===== src/rtl/irqctl_if.sv =====
// CPU-side register window bus of the IRQ controller.
interface irqctl_if;
  logic [2:0] addr;
  logic       cs;
  logic       rw;
  logic [7:0] data_in;
  logic [7:0] data_out;
  logic       data_out_en;

  modport master (output addr, cs, rw, data_in, input  data_out, data_out_en);
  modport slave  (input  addr, cs, rw, data_in, output data_out, data_out_en);
endinterface


===== src/rtl/irqctl.sv =====
// 6502 IRQB interrupt controller: per-source sync, level/edge latch, mask,
// fixed priority (bit 0 highest) and a small CPU register window.
module irqctl_src (
  input  logic clock,
  input  logic reset,
  input  logic src_n,
  input  logic mode,
  input  logic mode_clr,
  input  logic force_set,
  input  logic w1c_clr,
  output logic act,
  output logic pending
);
  logic s1, s2, prev, latch, fall;

  // Edge history runs in both modes so a switch to edge mode sees no stale edge.
  assign fall = prev & ~s2;
  assign act  = ~s2;
  assign pending = mode ? latch : act;

  always_ff @(posedge clock or posedge reset) begin
    if (reset) begin
      s1    <= 1'b1;
      s2    <= 1'b1;
      prev  <= 1'b1;
      latch <= 1'b0;
    end else begin
      s1   <= src_n;
      s2   <= s1;
      prev <= s2;
      if (!mode || mode_clr)    latch <= 1'b0;
      else if (fall || force_set) latch <= 1'b1;
      else if (w1c_clr)         latch <= 1'b0;
    end
  end
endmodule

module irqctl #(
  parameter int          NSRC         = 8,
  parameter logic [7:0]  ENABLE_RESET = 8'h00
) (
  input  logic            clock,
  input  logic            reset,
  input  logic [NSRC-1:0] src_n,
  irqctl_if.slave         bus,
  output logic            irq_n,
  output logic [7:0]      pending_vec
);
  localparam logic [8:0] IMPL9 = (9'd1 << NSRC) - 9'd1;
  localparam logic [7:0] IMPL  = IMPL9[7:0];

  logic [7:0] enable, mode, act, pend, vector;
  logic       wr, wr_pend, wr_en, wr_mode, wr_force;

  assign wr       = ~bus.cs & ~bus.rw;
  assign wr_pend  = wr && (bus.addr == 3'd1);
  assign wr_en    = wr && (bus.addr == 3'd2);
  assign wr_mode  = wr && (bus.addr == 3'd3);
  assign wr_force = wr && (bus.addr == 3'd5);

  genvar i;
  generate
    for (i = 0; i < 8; i++) begin : g_src
      if (i < NSRC) begin : g_impl
        irqctl_src u_src (
          .clock     (clock),
          .reset     (reset),
          .src_n     (src_n[i]),
          .mode      (mode[i]),
          .mode_clr  (wr_mode & ~bus.data_in[i]),
          .force_set (wr_force & bus.data_in[i]),
          .w1c_clr   (wr_pend & bus.data_in[i]),
          .act       (act[i]),
          .pending   (pend[i])
        );
      end else begin : g_tie
        assign act[i]  = 1'b0;
        assign pend[i] = 1'b0;
      end
    end
  endgenerate

  always_ff @(posedge clock or posedge reset) begin
    if (reset) begin
      enable <= ENABLE_RESET & IMPL;
      mode   <= 8'h00;
    end else begin
      if (wr_en)   enable <= bus.data_in & IMPL;
      if (wr_mode) mode   <= bus.data_in & IMPL;
    end
  end

  assign pending_vec = pend & enable;

  always_ff @(posedge clock or posedge reset) begin
    if (reset) irq_n <= 1'b1;
    else       irq_n <= ~|pending_vec;
  end

  // Scan from the top so the lowest set index wins.
  always_comb begin
    vector = 8'h80;
    for (int k = 7; k >= 0; k--)
      if (pending_vec[k]) vector = {5'd0, k[2:0]};
  end

  always_comb begin
    bus.data_out = 8'h00;
    case (bus.addr)
      3'd0: bus.data_out = act;
      3'd1: bus.data_out = pend;
      3'd2: bus.data_out = enable;
      3'd3: bus.data_out = mode;
      3'd4: bus.data_out = vector;
      default: bus.data_out = 8'h00;
    endcase
  end

  assign bus.data_out_en = ~bus.cs & bus.rw;
endmodule


===== src/flat_wrapper.sv =====
// flat-port wrapper written by rule: the top's interface ports become plain ports
module irqctl_flat 
#(
  parameter int          NSRC         = 8,
  parameter logic [7:0]  ENABLE_RESET = 8'h00
)
  (clock, reset, src_n, irq_n, pending_vec, bus_addr, bus_cs, bus_rw, bus_data_in, bus_data_out, bus_data_out_en);
  irqctl_if bus_i ();
  input  logic clock;
  input  logic reset;
  input  logic [NSRC-1:0] src_n;
  output logic irq_n;
  output logic [7:0] pending_vec;
  input wire logic [$bits(bus_i.addr)-1:0] bus_addr;
  input wire logic [$bits(bus_i.cs)-1:0] bus_cs;
  input wire logic [$bits(bus_i.rw)-1:0] bus_rw;
  input wire logic [$bits(bus_i.data_in)-1:0] bus_data_in;
  output wire logic [$bits(bus_i.data_out)-1:0] bus_data_out;
  output wire logic [$bits(bus_i.data_out_en)-1:0] bus_data_out_en;
  assign bus_i.addr = bus_addr;
  assign bus_i.cs = bus_cs;
  assign bus_i.rw = bus_rw;
  assign bus_i.data_in = bus_data_in;
  assign bus_data_out = bus_i.data_out;
  assign bus_data_out_en = bus_i.data_out_en;
  irqctl #(.NSRC(NSRC), .ENABLE_RESET(ENABLE_RESET)) u_core (.clock(clock), .reset(reset), .src_n(src_n), .bus(bus_i), .irq_n(irq_n), .pending_vec(pending_vec));
endmodule

===== config.mk =====
export PLATFORM = sky130hd
export DESIGN_NAME = irqctl_flat
export DESIGN_NICKNAME = d
export VERILOG_FILES = /design/src/rtl/irqctl_if.sv /design/src/rtl/irqctl.sv /design/src/flat_wrapper.sv
export SDC_FILE = /design/constraint.sdc
export NUM_CORES = 1
export LEC_CHECK = 0
export BUFFER_PORTS_ARGS = -buffer_cell sky130_fd_sc_hd__buf_2
export CELL_PAD_IN_SITES_DETAIL_PLACEMENT = 1
export CELL_PAD_IN_SITES_GLOBAL_PLACEMENT = 2
export CORE_UTILIZATION = 38
export DETAILED_ROUTE_END_ITERATION = 12
export PLACE_DENSITY_LB_ADDON = 0.1
export SYNTH_ARGS = -nofsm -noshare
export SYNTH_HDL_FRONTEND = slang
export SYNTH_SLANG_ARGS = --single-unit

===== constraint.sdc =====
create_clock -name clock -period 2.5 [get_ports clock]
set_input_delay 0.5 -clock clock [delete_from_list [all_inputs] [get_ports clock]]
set_output_delay 0.5 -clock clock [all_outputs]
set_load 0.02 [all_outputs]

## Word-level counts from Yosys, hierarchy flattened

Cells that the tools add are included.

- Register bits: 49
- Bits in latches: 0
- Memory bits (writable): 0
- ROM bits: 0
- Input bits: 23
- Output and inout port bits: 18
- Word-level logic and storage cells: 173
- Memories: 0

- $add $sub $neg: 0
- Multiply operators: 0
- Div/mod/pow operators: 0
- Magnitude comparators: 0
- Equality and inequality tests: 5
- Shift-type cells: 0
- Muxes and demuxes: 41
- Bitwise logic cells: 53
- Reduce and logical (&&, ||, !) cells: 39

Operators with widths:

| kind | count |
|---|---|
| 8-bit 2-to-1 mux | 8 |
| 8-bit one-hot mux with 5 select lines | 1 |
| 1-bit bitwise AND | 34 |
| 1-bit 2-to-1 mux | 32 |
| 3-bit nonzero test | 8 |
| 1-bit inverter | 18 |
| 1-bit logical OR | 16 |
| 1-bit logical NOT | 9 |
| 8-bit bitwise AND | 1 |
| 8-bit OR reduction | 1 |
| 3-bit by 2-bit == test with 1-bit output, second input constant | 2 |
| 3-bit == test, second input constant | 2 |
| 1-bit logical AND | 4 |
| 3-bit by 1-bit == test with 1-bit output, second input constant | 1 |
| 3-bit logical NOT | 1 |

## Longest topological paths before layout

- Depth in word-level cells: 12
- Gate-level depth with buffers: 7
- Mapped depth without buffers: 6

## Hierarchy

Synthesis repeated with hierarchy kept, for this count alone.

- Cells, all modules: 206
- Area, all modules: 2456.1 um^2

Modules (own cells, without submodules):

| module | instances | cells an instance | area each (um^2) | sequential area each (um^2) |
|---|---|---|---|---|
| irqctl | 1 | 118 | 1265.0 | 426.7 |
| irqctl_src | 8 | 11 | 148.9 | 103.8 |

## Worst setup path before layout

OpenSTA, ideal clock, no wires.

- Path kind: register to output
- From: reg u_core.g_src[1].g_impl.u_src.s2
- To: out bus_data_out[2]
- Arrival time: 1674 ps
- Required time: 2000 ps
- Setup slack: 326 ps
- Stages on the path, launching flop included: 6
- Path buffers: 0
- Cells stage by stage: dfstp_2 -> inv_1 -> o211a_1 -> nor4_1 -> nand3_1 -> o22ai_1

- Cells in the longest elaborated chain, start to end: 6

Ends and longest elaborated chain:

| item | line | text |
|---|---|---|
| start, declared | irqctl.sv:14 | `logic s1, s2, prev, latch, fall;` |
| start signal, assigned | irqctl.sv:24 | `s2 <= 1'b1;` |
| start signal, assigned | irqctl.sv:29 | `s2 <= s1;` |
| 1-bit inverter | irqctl.sv:18 | `assign act = ~s2;` |
| 1-bit 2-to-1 mux | irqctl.sv:19 | `assign pending = mode ? latch : act;` |
| 8-bit bitwise AND | irqctl.sv:93 | `assign pending_vec = pend & enable;` |
| named net pending_vec[1] | flat_wrapper.sv:13 | `output logic [7:0] pending_vec;` |
| 8-bit 2-to-1 mux (2 in series) | irqctl.sv:104 | `if (pending_vec[k]) vector = {5'd0, k[2:0]};` |
| 8-bit one-hot mux with 5 select lines | irqctl.sv:109 | `case (bus.addr)` |
| end, declared | flat_wrapper.sv:18 | `output wire logic [$bits(bus_i.data_out)-1:0] bus_data_out;` |

The timed path passes the listed nets, and every way through them passes these cells.

## Final worst setup path

- From: reg u_core.g_src[1].g_impl.u_src.s2
- To: out bus_data_out[2]

- Cells in the longest elaborated chain, start to end: 6

Ends and longest elaborated chain:

| item | line |
|---|---|
| 1-bit inverter | irqctl.sv:18 |
| 1-bit 2-to-1 mux | irqctl.sv:19 |
| 8-bit bitwise AND | irqctl.sv:93 |
| 8-bit 2-to-1 mux (2 in series) | irqctl.sv:104 |
| 8-bit one-hot mux with 5 select lines | irqctl.sv:109 |

Every way passes these cells.

==> summary.txt <==
Global route
  • GRT Resource Usage Total: 18.7%
  • Wire length of the first global-routing pass: 8940 um
  • Number of global-route vias before repair: 1,797
  • Total grt overflow: 0
  • Number of antenna violations at the first check in global routing: 0
  • Pin count of the biggest net entering global routing: 36

Logic synthesis
  • Post-synthesis compound-gate area fraction: 18.3%
  • Number of warnings reported in the yosys synthesis log: 0
  • Mux cell area share after synthesis: 7.73%
  • Commonest register cell after synthesis: dfstp_2
  • Area share of the leading cell type in the synthesized netlist: 28.4%
  • Count of unique library cells instantiated by Yosys: 38
  • EDFF count, synth: 0
  • Flip-flop and latch count after synthesis: 49
  • Number of cells produced by synthesis: 212
  • Post-synth top area cell: dfstp_2
  • Async set or reset register ratio after synthesis: 100%
  • Synthesized-area fraction occupied by xor and xnor cells: 0%
  • Nets in the synthesized netlist: 235
  • Post-synthesis area per instance: 10.9 um2
  • Synth Area in Adders: 0%
  • Synthesized area: 0.00232 mm2
  • Main combinational cell family by area after synthesis: compound AO/OA/AOI/OAI gates
  • Simple-gate share of the synthesized area: 15.7%
  • Top post-synthesis cells by area: dfstp_2 (28%), dfrtp_1 (26%), mux2_2 (7.3%)
  • Sequential fraction of the synthesis area: 54.3%

Detailed routing
  • Number of detailed-route iterations in the first pass: 4
  • Post-detailed-routing wire length: 5520 um
  • Starting DRC count in detailed routing: 70
  • Remaining design rule violation count: 0
  • Vias/cell: 5.38
  • Vias after detailed routing: 1,829
  • Average detailed-routed wire length per instance: 16.2 um
  • Number of nets with antenna violations after routing: 0

Clocking
  • Insertion delay to the later sink of the worst-skew pair: 0.29 ns
  • # hold bufs at CTS: 0
  • Total CTS buffers: 5
  • TritonCTS Sinks: 49
  • Root Buffer: clkbuf_8
  • Worst-path clk slew: 0.08 ns
  • Maximum clock path buffer count: 2
  • CTS H-tree depth: 2
  • CTS tree: done

Pwr
  • VDD IR max: 0.364 mV
  • Leakage power total: 1.24 nW
  • Power per standard cell area: 713 mW/mm2

Die
  • Width of the die: 80.1 um
  • Die outline height: 80.1 um
  • Die Footprint: 0.00641 mm2
  • Effective utilization at floorplan: 39.3%
  • Row cnt: 28
  • Area inside the core boundary: 0.00589 mm2
  • I/O pin cnt: 41

Timing
  • Final setup violation count: 0
  • Total negative slack: 0 ns
  • Post-route fraction of the period consumed by the critical path: 95.9%
  • Number of hold-slack violations in the final timing report: 0
  • Hold Slack: 0.228 ns
  • Skew final: 0.00416 ns
  • Max-slew violations: 0
  • Worst slew pin tran: 0.630 ns
  • Remaining max-slew budget at the tightest pin: 58.0%
  • Minimum clock period: 2.40 ns
  • Timing-limited maximum frequency: 0.417 GHz

Placement
  • Last weighted congestion value of the routability-driven placer: 0.761
  • Count of buffers from port buffering: 40
  • HPWL Detailed: 3980 um
  • Placed cell count: 327

Worst setup path
  • R2R cell count: 5
  • Element type at the critical path start: flip-flop
  • Type of the setup path with the least slack: flip-flop to primary output
  • Crit end category: primary output
  • Worst reg2reg endpoint: u_core.irq_n
  • RR Startpoint: u_core.g_src[5].g_impl.u_src.s2
  • Worst path required time: 2.00 ns
  • End point of the critical path: bus_data_out[2]
  • Worst Setup SP: u_core.g_src[1].g_impl.u_src.s2
  • Data arrival time at the worst-slack endpoint: 1.90 ns
  • Maximum net fanout on the critical path: 4
  • Worst-case register-to-register setup slack: 0.98 ns

Finish
  • # nets final: 287
  • Most frequent standard cell in the layout excluding fill and tap cells: buf_2
  • Count of antenna diodes in the layout: 0
  • Top library cells by usage in the layout, fill and taps aside: buf_2 (36), nor2_1 (31), dfstp_2 (25)
  • Post-route non-filler standard cell count: 340
  • Layout cells sized above 1: 45.3%
  • P&R area growth vs syn: 23.0%
  • Final core area utilization: 48.4%

Worst hold path
  • Path type of the worst min-delay path: input port to asynchronous set/reset pin

Run status
  • Run status: finished clean

Flow run
  • Count of maximum capacitance violations: 0
==> critical path, cell delays in order, from the launching register on <==
cell and delay (ns):
dfstp_2 0.55, inv_1 0.06, o211a_4 0.25, nor4_4 0.23, nand3_1 0.12, o22ai_2 0.21, buf_4 0.17
==> cell type report <==
type,instances,area (um2)
Fill cell,682,3040
Sequential cell,49,1260
Multi-Input combinational cell,144,1060
Timing Repair Buffer,53,320
Tap cell,75,93.8
Clock buffer,8,80.1
Inverter,11,41.3
==> registers in the layout (all words and copies together) (netlist names) <==
signal / cells
u_core.mode: 8
u_core.enable: 8
u_core.g_src.g_impl.u_src.s2: 8
u_core.g_src.g_impl.u_src.s1: 8
u_core.g_src.g_impl.u_src.prev: 8
u_core.g_src.g_impl.u_src.latch: 8
u_core.irq_n: 1
==> synthesized netlist by cell type, drive strengths merged, types with 2 or more instances <==
cell type and number:
dfrtp 24, o31a 2, dfstp 25, o211ai 6, o31ai 7, nand2 14, o21ai 15, buf 6
o211a 6, inv 11, nor4 4, a211oi 2, mux2 15, clkbuf 2, nor3 2, nand2b 7
nor2b 3, nor2 33, nand3 2, o22ai 3, a21oi 10, a222oi 7
==> cell families (layout without fill, tap and decap cells) <==
| kind of cell | after synthesis | in the layout |
|---|---|---|
| compound gates | 60 | 60 |
| buf+inv | 19 | 72 |
| mux | 16 | 16 |
| flops | 49 | 49 |
| simple gates | 68 | 68 |
==> worst min-delay path by stage <==
stage | depth (start not counted) | start | end | slack (ns)
finish | 2 | reset | u_core.mode[2] | 0.23
global route | 2 | reset | u_core.mode[3] | 0.26
CTS | 2 | reset | u_core.enable[2] | 0.23
detailed placement | 0 | u_core.g_src[2].g_impl.u_src.s1 | u_core.g_src[2].g_impl.u_src.s2 | 0.35
global placement | 0 | u_core.g_src[4].g_impl.u_src.s1 | u_core.g_src[4].g_impl.u_src.s2 | 0.35
floorplan | 0 | u_core.g_src[0].g_impl.u_src.s1 | u_core.g_src[0].g_impl.u_src.s2 | 0.35
==> stage by stage <==
step | worst slack [ns] | area (um2) | total power, mW
2_1_floorplan | 0.326 | 2320 | 1.35
3_3_place_gp | 0.253 | 2630 | 1.51
3_5_place_dp | 0.190 | 2630 | 1.52
4_1_cts | -0.000181 | 2750 | 2.00
5_1_grt | -0.00742 | 2850 | 2.16
6_report | 0.104 | 2850 | 2.03
==> layer usage <==
metal	track usage, %	wire length (um)
met5	0	0
met4	6.43	106
met3	4.09	252
met2	28.1	2490
met1	26.4	2680
==> power breakdown <==
part / internal, mW / switching (mW) / total, mW
clock: 0.199 / 0.241 / 0.440
combinational: 0.265 / 0.311 / 0.576
sequential: 0.917 / 0.0992 / 1.02
total: 1.38 / 0.651 / 2.03
==> what timing repair did <==
item,4_1_cts,5_1_grt
setup buffers,0,5
pin swaps,0,3
resized for setup,7,13
endpoints found under the setup margin,3,4
(Power assumes the default switching activity.)
